## config.mk

```make
export PLATFORM = sky130hd
export DESIGN_NAME = seq_signed_divider
export DESIGN_NICKNAME = d
export VERILOG_FILES = /design/src/rtl/div_pkg.sv /design/src/rtl/rca_addsub.sv /design/src/rtl/seq_signed_divider.sv
export SDC_FILE = /design/constraint.sdc
export NUM_CORES = 1
export LEC_CHECK = 0
export ABC_CLOCK_PERIOD_IN_PS = 10630
export CORE_MARGIN = 2
export CORE_UTILIZATION = 46
export DETAILED_ROUTE_END_ITERATION = 6
export PLACE_DENSITY = 0.68
export SETUP_SLACK_MARGIN = 0.15
export SLEW_MARGIN = 20
export SYNTH_ARGS = -nofsm -noshare
export SYNTH_HDL_FRONTEND = slang
export SYNTH_SLANG_ARGS = --single-unit
```

## constraint.sdc

```tcl
create_clock -name clk -period 10.63 [get_ports clk]
set_input_delay 2.6575 -clock clk [delete_from_list [all_inputs] [get_ports clk]]
set_output_delay 2.6575 -clock clk [all_outputs]
set_load 0.01 [all_outputs]
```

## src/rtl/div_pkg.sv

```systemverilog
// Shared types and helpers for the sequential signed divider.
package div_pkg;

  typedef enum logic [1:0] {
    IDLE,
    CALC,
    FIX,
    DONE
  } state_t;

  // Width of the iteration counter, which has to hold BW-1.
  function automatic int width_of(input int bw);
    return $clog2(bw);
  endfunction

endpackage

```

## src/rtl/rca_addsub.sv

```systemverilog
// Combinational ripple-carry adder/subtractor: sum = a + b, or a - b as a + ~b + 1.
module rca_addsub #(
  parameter int W = 9
) (
  input  logic [W-1:0] a,
  input  logic [W-1:0] b,
  input  logic         sub,
  output logic [W-1:0] sum
);

  // NOTE: inside always_comb, blocking '=' is correct; the carry is read back
  // within the same pass, so each stage must see the previous stage's value.
  always_comb begin
    logic         carry;
    logic [W-1:0] bx;
    bx    = b ^ {W{sub}};
    carry = sub;
    sum   = '0;
    for (int i = 0; i < W; i++) begin
      sum[i] = a[i] ^ bx[i] ^ carry;
      carry  = (a[i] & bx[i]) | (carry & (a[i] ^ bx[i]));
    end
  end

endmodule

```

## src/rtl/seq_signed_divider.sv

```systemverilog
// Sequential truncating signed divider: restoring division on magnitudes, one quotient bit per cycle.
module seq_signed_divider
  import div_pkg::*;
#(
  parameter int BW = 8
) (
  input  logic          clk,
  input  logic          rst,
  input  logic          in_valid,
  output logic          in_ready,
  input  logic [BW-1:0] dividend,
  input  logic [BW-1:0] divisor,
  output logic          out_valid,
  input  logic          out_ready,
  output logic [BW-1:0] quotient,
  output logic [BW-1:0] remainder,
  output logic          div_by_zero,
  output logic          overflow
);

  localparam int          CNT_W   = width_of(BW);
  localparam logic [BW-1:0] MIN_VAL = {1'b1, {(BW-1){1'b0}}};

  state_t           state_q, state_d;
  logic [CNT_W-1:0] cnt_q;
  logic [BW-1:0]    a_q;       // dividend magnitude shifting out, quotient bits shifting in
  logic [BW-1:0]    dv_q;      // divisor magnitude
  logic [BW-1:0]    p_q;       // partial remainder; always < dv_q, so BW bits suffice
  logic [BW-1:0]    raw_q;     // raw dividend, returned as the remainder on divide-by-zero
  logic             sign_q_q, sign_r_q, dz_q, ov_q;

  logic [BW:0]      p_shift, trial;
  logic             ge;

  function automatic logic [BW-1:0] neg(input logic [BW-1:0] x);
    return ~x + BW'(1);
  endfunction

  // |MIN| wraps to MIN itself, which read as unsigned is exactly 2^(BW-1).
  function automatic logic [BW-1:0] mag(input logic [BW-1:0] x);
    return x[BW-1] ? neg(x) : x;
  endfunction

  assign p_shift = {p_q, a_q[BW-1]};

  rca_addsub #(.W(BW + 1)) u_trial (
    .a   (p_shift),
    .b   ({1'b0, dv_q}),
    .sub (1'b1),
    .sum (trial)
  );

  assign ge = ~trial[BW];

  assign in_ready  = (state_q == IDLE);
  assign out_valid = (state_q == DONE);

  // NOTE: every sequential register uses non-blocking '<=' so all flops update
  // together from the values present before the edge.
  always_ff @(posedge clk or posedge rst) begin
    if (rst) state_q <= IDLE;
    else     state_q <= state_d;
  end

  // NOTE: state_d takes a default first, so no path through the case leaves it
  // unassigned and no latch is inferred.
  always_comb begin
    state_d = state_q;
    unique case (state_q)
      IDLE:    if (in_valid)         state_d = CALC;
      CALC:    if (cnt_q == '0)      state_d = FIX;
      FIX:                           state_d = DONE;
      DONE:    if (out_ready)        state_d = IDLE;
      default:                       state_d = IDLE;
    endcase
  end

  always_ff @(posedge clk or posedge rst) begin
    if (rst) begin
      cnt_q       <= '0;
      a_q         <= '0;
      dv_q        <= '0;
      p_q         <= '0;
      raw_q       <= '0;
      sign_q_q    <= 1'b0;
      sign_r_q    <= 1'b0;
      dz_q        <= 1'b0;
      ov_q        <= 1'b0;
      quotient    <= '0;
      remainder   <= '0;
      div_by_zero <= 1'b0;
      overflow    <= 1'b0;
    end else begin
      unique case (state_q)
        IDLE: if (in_valid) begin
          a_q      <= mag(dividend);
          dv_q     <= mag(divisor);
          p_q      <= '0;
          raw_q    <= dividend;
          sign_q_q <= dividend[BW-1] ^ divisor[BW-1];
          sign_r_q <= dividend[BW-1];
          dz_q     <= (divisor == '0);
          ov_q     <= (dividend == MIN_VAL) && (divisor == '1);
          cnt_q    <= CNT_W'(BW - 1);
        end
        CALC: begin
          a_q   <= {a_q[BW-2:0], ge};
          p_q   <= ge ? trial[BW-1:0] : p_shift[BW-1:0];
          cnt_q <= cnt_q - CNT_W'(1);
        end
        // Special cases ran the full CALC too, so latency does not depend on the operands.
        FIX: begin
          if (dz_q) begin
            quotient    <= '1;
            remainder   <= raw_q;
            div_by_zero <= 1'b1;
            overflow    <= 1'b0;
          end else if (ov_q) begin
            quotient    <= MIN_VAL;
            remainder   <= '0;
            div_by_zero <= 1'b0;
            overflow    <= 1'b1;
          end else begin
            quotient    <= sign_q_q ? neg(a_q) : a_q;
            remainder   <= sign_r_q ? neg(p_q) : p_q;
            div_by_zero <= 1'b0;
            overflow    <= 1'b0;
          end
        end
        default: ;
      endcase
    end
  end

endmodule

```

# ---- Word-level counts from Yosys, hierarchy flattened
# Cells that the tools add are included.
dict set report totals {
  word_cells 105
  in_bits 20
  reg_bits 59
  output_inout_bits 20
}
dict set report op_classes {
  reduce_logical 8
  n_mux 22
  add_sub_neg 5
  eq_ne 8
  bitwise_logic 48
}
# op n
set ops {}
lappend ops {{$mux 8} 11}
lappend ops {{$add 8x1->8 const B} 4}
lappend ops {{$not 8->8} 4}
lappend ops {{$pmux 8 s2} 2}
lappend ops {{$xor 1x1->1} 18}
lappend ops {{$eq 8x8->1 const B} 2}
lappend ops {{$and 1x1->1} 15}
lappend ops {{$not 8->9} 1}
lappend ops {{$logic_not 8->1} 1}
lappend ops {{$or 1x1->1} 8}
lappend ops {{$pmux 2 s4} 1}
lappend ops {{$mux 2} 3}
lappend ops {{$pmux 3 s2} 1}
lappend ops {{$eq 2x2->1 const B} 2}
lappend ops {{$ne 2x2->1 const B} 2}
lappend ops {{$reduce_and 2->1} 2}
lappend ops {{$logic_not 3->1} 1}
lappend ops {{$mux 1} 3}
lappend ops {{$mux 3} 1}
lappend ops {{$reduce_and 3->1} 1}
lappend ops {{$sub 3x1->3 const B} 1}
lappend ops {{$eq 2x1->1 const B} 1}
lappend ops {{$logic_not 2->1} 1}
lappend ops {{$ne 2x1->1 const B} 1}
lappend ops {{3 further kinds} 4}

# ---- Depth between registers and ports, before layout
dict set report depth {
  depth_word 20
  ltp_mapped 16
  depth_no_buf 15
}

# ---- Modules after synthesis
# Synthesis repeated with hierarchy kept, for this count alone.
dict set report unflattened {
  cells_unflattened 369
  hier_area_um2 3467.1
}
# module cells_each seq_area_each_um2 area_per_inst_um2 instances
set modules_own_cells {}
lappend modules_own_cells {seq_signed_divider 336 1451.4 3151.8 1}
lappend modules_own_cells {rca_addsub 33 0.0 315.3 1}

# ---- Least setup slack after synthesis
# Ideal clock, no wire load.
dict set report synth_timing {
  path_type {register -> register}
  from {reg a_q[7]}
  to {reg p_q[3]}
  path_buffers 1
  required_time_ns 10.502
  t_arrival_ns 3.783
  setup_time_ns 0.128
  path_stages_with_launch 16
  synth_period_minus_slack_ns 3.912
  slack_ns 6.718
  cell_sequence {dfrtp_1 inv_1 ha_1 inv_1 fa_1 fa_1 fa_1 fa_1 fa_1 fa_1 inv_1 fa_1 xnor2_1 buf_2 mux2i_1 o21ai_0}
}
dict set report synth_between {
  elab_chain_len 19
  elab_cells_between_ends 21
  classes_between {mux (2); bitwise (19)}
}
# element line
set synth_rtl {}
lappend synth_rtl {{start, declared} seq_signed_divider.sv:26} ;# logic [BW-1:0] a_q;
lappend synth_rtl {{start signal, assigned} seq_signed_divider.sv:96} ;# a_q <= mag(dividend);
lappend synth_rtl {{start signal, assigned} seq_signed_divider.sv:107} ;# a_q <= {a_q[BW-2:0], ge};
lappend synth_rtl {{$and 1x1->1 / $xor 1x1->1 (equally long branches)} rca_addsub.sv:21} ;# carry = (a[i] & bx[i]) | (carry & (a[i] ^ bx[i]));
lappend synth_rtl {{$or 1x1->1 (*)} rca_addsub.sv:21}
lappend synth_rtl {{$and 1x1->1 (*)} rca_addsub.sv:21}
lappend synth_rtl {{$or 1x1->1 (*)} rca_addsub.sv:21}
lappend synth_rtl {{$and 1x1->1 (*)} rca_addsub.sv:21}
lappend synth_rtl {{$or 1x1->1 (*)} rca_addsub.sv:21}
lappend synth_rtl {{$and 1x1->1} rca_addsub.sv:21}
lappend synth_rtl {{$or 1x1->1} rca_addsub.sv:21}
lappend synth_rtl {{(+3 left out)} n/a}
lappend synth_rtl {{$or 1x1->1} rca_addsub.sv:21}
lappend synth_rtl {{$and 1x1->1} rca_addsub.sv:21}
lappend synth_rtl {{$or 1x1->1} rca_addsub.sv:21}
lappend synth_rtl {{$and 1x1->1} rca_addsub.sv:21}
lappend synth_rtl {{$or 1x1->1} rca_addsub.sv:21}
lappend synth_rtl {{$xor 1x1->1} rca_addsub.sv:20} ;# sum[i] = a[i] ^ bx[i] ^ carry;
lappend synth_rtl {{$mux 8 (*)} seq_signed_divider.sv:108} ;# p_q <= ge ? trial[BW-1:0] : p_shift[BW-1:0];
lappend synth_rtl {{$pmux 8 s2 (*)} seq_signed_divider.sv:94} ;# unique case (state_q)
lappend synth_rtl {{end signal, assigned} seq_signed_divider.sv:108}
lappend synth_rtl {{end, declared} seq_signed_divider.sv:28} ;# logic [BW-1:0] p_q;
# Every way passes the cells marked *; elsewhere a longest branch is shown, timed or not.
# A chain may end at the register's enable or synchronous reset.

# ---- Worst setup path after layout
dict set report layout_timing {
  from {reg state_q[0]}
  to {out in_ready}
}
dict set report layout_between {
  elab_chain_len 1
}
# element line
set layout_rtl {}
lappend layout_rtl {{start, declared} seq_signed_divider.sv:24} ;# state_t state_q, state_d;
lappend layout_rtl {{start signal, assigned} seq_signed_divider.sv:62} ;# else state_q <= state_d;
lappend layout_rtl {{$logic_not 2->1} seq_signed_divider.sv:55} ;# assign in_ready = (state_q == IDLE);
lappend layout_rtl {{end, declared} seq_signed_divider.sv:10} ;# output logic in_ready,
# No other way between the ends.

==> metrics.md <==
| Metric | Value |
|---|---|
| First-pass GRT wire length | 11.4 mm |
| Remaining antenna violation count | 0 |
| CP endpoint kind | primary output |
| DRT Wirelength | 6.78 mm |
| Largest net degree at the start of global routing | 59 |
| Post-synth EDFFs | 0 |
| Wirelength per Cell | 14.0 um |
| Vias/cell | 5.18 |
| Number of DRC markers in iteration 0 | ~110 |
| Unrepaired setup endpoints after global routing | false |
| Synth Instances | 348 |
| Reg2reg start | a_q[7]$_DFFE_PP0P_ |
| Clk_lat worst skew | approximately 0.34 ns |
| ANT cells | 0 |
| Unique masters post-synth | 43 |
| Row count | 30 |
| Worst Path Arrival | around 1.7 ns |
| Total power | 1.15 mW |
| Worst setup margin | roughly 6.3 ns |
| Starting Density | 48.3% |
| Hold/Removal Path Class | register to register |
| Pint | about 0.69 mW |
| Setup TNS | 0 ns |
| Psw | 0.453 mW |
| Vias in the first global route | 2393 |
| Status | finished clean |
| Hpwl dp | 4.92 mm |
| Hold Path Origin | dv_q[6]$_DFFE_PP0P_ |
| CTS Sinks | between 50 and 60 |
| Worst vdd ir | 0.0961 mV |
| Power per cell area | 288 mW/mm^2 |
| CTS tree | built |
| Grt total ovfl | 0 |
| Req. time, crit path | 7.97 ns |
| Synth Register Bits | between 50 and 60 |
| Mapped Nets | 387 |
| GRT Util Overall | 19.2% |
| Ys flop type | dfrtp_1 |
| Pre-CTS setup slack | roughly 6.1 ns |
| Syn_area_per_cell | 9.53 um^2 |
| Seq pwr share | 34.1% |
| Final Critical Period | around 4.3 ns |
| Post-CTS Resized | 0 |
| Die Height | 88.9 um |
| Remaining DRCs | 0 |
| Hold path cells | 2 |
| Comb power frac | 49.4% |
| Final setup viols | 0 |
| PortBufs | 39 |
| H-Tree Depth | 3 |
| Initial antenna violation count | 0 |
| I/O pin count | 40 |
| Core Region | 0.00687 mm^2 |
| Die X-Extent | 88.9 um |
| CTS Hold Bufs | 0 |
| Setup Fix Bufs, Post-CTS | 0 |
| Worst R2R End | p_q[7]$_DFFE_PP0P_ |
| Actual transition at the worst max-transition pin | 0.737 ns |
| TritonRoute pass-1 iters | 4 |
| Clk_skew | about 0.0087 ns |
| Clock Path Buffers | 2 |
| Die ar. | 0.00791 mm^2 |
| Switch share | 39.5% |
| Crit path max fanout | 5 |
| Vias | 2513 |
| Maxcap violations | 0 |
| Highest routed layer | met4 |
| Relative slew slack | 50.9% |
| Final Hold Viols | 0 |
| Post-synthesis cell area | 0.00332 mm^2 |
| Nets | 423 |
| # fillers | approximately 640 |
| Flop2flop setup slack | about 6.6 ns |
| Proportion of layout cells with a drive suffix above 1 | 8.74% |
| Worst Hold End | dv_q[6]$_DFFE_PP0P_ |
| Final GP Congestion | around 0.79 |
| Worst path slowest cell | clkdlybuf4s50_1 |
| Worst reg-to-reg path cell count | 14 |
| WL met2 | 3.11 mm |
| Final Max Slew Viols | 0 |
| Clock transition at path regs | around 0.06 ns |
| Startpoint type of the worst setup path | register |
| Root Driver | clkbuf_8 |
| FFs w/ async S/R, synth | 100% |
| CP max stage delay | 0.57 ns |
| Seq/Total Area, Yosys | between 40% and 50% |
| Clk pwr share | between 15 and 20% |
| Area growth, synth to finish | 19.9% |
| CTS Buf Count | 9 |
| Setup Crit Path Kind | register to primary output |
| Post-route clock period utilization | 40.6% |
| Fmax | roughly 230 MHz |
| Crit-path cells | inv_1 -> ha_1 -> clkdlybuf4s50_1 |
| Met3 Wirelength | 266 um |
| YS warnings | 0 |
| Leak | 1.75 nW |
| Met1 WL | roughly 3.3 mm |
kinds of logic (layout without fill, tap and decap cells):
| group | after synthesis | after routing | share of synthesized area (%) |
|---|---|---|---|
| flops | 58 | 58 | 43.8 |
| xor+xnor | 22 | 22 | 5.81 |
| fa+ha+maj | 19 | 19 | 8.75 |
| mux | 22 | 22 | 6.90 |
| buf+inv | 49 | 90 | 5.62 |
| compound gates | 85 | 85 | 15.9 |
| simple gates | 93 | 93 | 13.3 |
state kept, by name, summed over array words and instances, names as in the netlist:
register,count
ov_q,1
cnt_q,3
sign_q_q,1
dz_q,1
quotient,8
dv_q,8
remainder,8
div_by_zero,1
p_q,8
state_q,2
overflow,1
a_q,8
raw_q,8
cell usage in the layout, fill, tap and decap left out, types with 2 or more instances in the layout:
| cell | instances |
|---|---|
| nor2_1 | 16 |
| or3_1 | 2 |
| dfrtp_1 | 58 |
| or3_4 | 2 |
| nand4_1 | 2 |
| mux2_2 | 7 |
| clkbuf_1 | 2 |
| a22o_1 | 2 |
| xnor2_1 | 13 |
| a21oi_1 | 13 |
| buf_4 | 3 |
| mux2i_1 | 15 |
| inv_1 | 31 |
| o21ai_1 | 2 |
| nand2b_1 | 9 |
| fa_1 | 7 |
| nand2_1 | 42 |
| clkbuf_8 | 12 |
| o31ai_1 | 8 |
| o41a_1 | 2 |
| and3_1 | 2 |
| or2_2 | 2 |
| a21boi_0 | 4 |
| nor3_1 | 5 |
| clkinv_2 | 2 |
| a22oi_1 | 5 |
| nor2b_1 | 3 |
| o21ai_0 | 40 |
| clkdlybuf4s50_1 | 39 |
| o221ai_1 | 2 |
| xor2_1 | 8 |
| ha_1 | 12 |
| nand3_1 | 2 |
routing by layer:
layer  GRT usage, %  vias to the layer above
met5              0                        -
met4           6.61                        0
met3           5.08                        8
met2           29.9                       52
met1           26.1                     1198
li1               -                     1255
cell type report:
class | count | area, um^2 | share of cell area (%)
multi-input combinational | 241 | 1690 | 42.5
sequential | 58 | 1450 | 36.5
timing repair buffer | 42 | 413 | 10.4
clock buffer | 14 | 173 | 4.34
inverter | 32 | 120 | 3.02
tap | 96 | 120 | 3.02
clock inverter | 2 | 10.0 | 0.252
worst max path at each step:
stage / startpoint / end
6_report: state_q[0]$_DFFE_PP0P_ / in_ready
3_3_place_gp: in_valid / raw_q[7]$_DFFE_PP0P_
2_1_floorplan: rst / a_q[0]$_DFFE_PP0P_
3_5_place_dp: divisor[0] / dv_q[6]$_DFFE_PP0P_
4_1_cts: a_q[7]$_DFFE_PP0P_ / p_q[7]$_DFFE_PP0P_
5_1_grt: state_q[0]$_DFFE_PP0P_ / in_ready
cells in the mapped netlist, drive strengths merged (2+ instances only):
cell type | instances | area share, %
o41a | 2 | 0.68
o41ai | 2 | 0.75
mux2 | 7 | 2.4
buf | 3 | 0.41
clkbuf | 14 | 1.6
nand2b | 9 | 1.7
mux2i | 15 | 4.5
nand4 | 2 | 0.38
o31ai | 8 | 1.8
a22oi | 5 | 1.1
o21ai | 42 | 6.3
or2 | 2 | 0.38
or3 | 4 | 1.1
nand3 | 2 | 0.30
nor2b | 3 | 0.57
nor2 | 16 | 1.8
xnor2 | 14 | 3.7
nor3 | 5 | 0.75
a21oi | 13 | 2.0
dfrtp | 58 | 44
and3 | 2 | 0.38
o221ai | 2 | 0.53
xor2 | 8 | 2.1
inv | 32 | 3.6
a22o | 2 | 0.53
a21boi | 4 | 0.91
nand2 | 43 | 4.9
fa | 7 | 4.2
ha | 12 | 4.5
critical path: cells and delay by family (launching register included):
| kind | cells | cell delay [ns] |
|---|---|---|
| buffers and inverters | 2 | 0.67 |
| DFF | 1 | 0.40 |
| adders and majority gates | 1 | 0.26 |
metrics by stage:
| step | std cells | hold WS (ns) | area [um^2] | utilization [%] |
|---|---|---|---|---|
| after detailed placement | 469 | 0.471 | 3780 | 55.1 |
| after CTS | 485 | 0.485 | 3970 | 57.7 |
| after global routing | 485 | 0.501 | 3980 | 57.9 |
| after floorplan | 348 | 0.450 | 3320 | - |
| after global placement | 469 | 0.463 | 3780 | 55.1 |
| final | 485 | 0.481 | 3980 | 57.9 |
power groups by stage:
stage / clock network (mW) / logic, mW / registers, mW
after global routing: 0.203 / 0.650 / 0.405
after detailed placement: 0 / 0.567 / 0.396
final: 0.189 / 0.566 / 0.391
after CTS: 0.191 / 0.570 / 0.392
after floorplan: 0 / 0.400 / 0.388
after global placement: 0 / 0.556 / 0.393
Note: power is estimated with default switching activity, not from simulation.
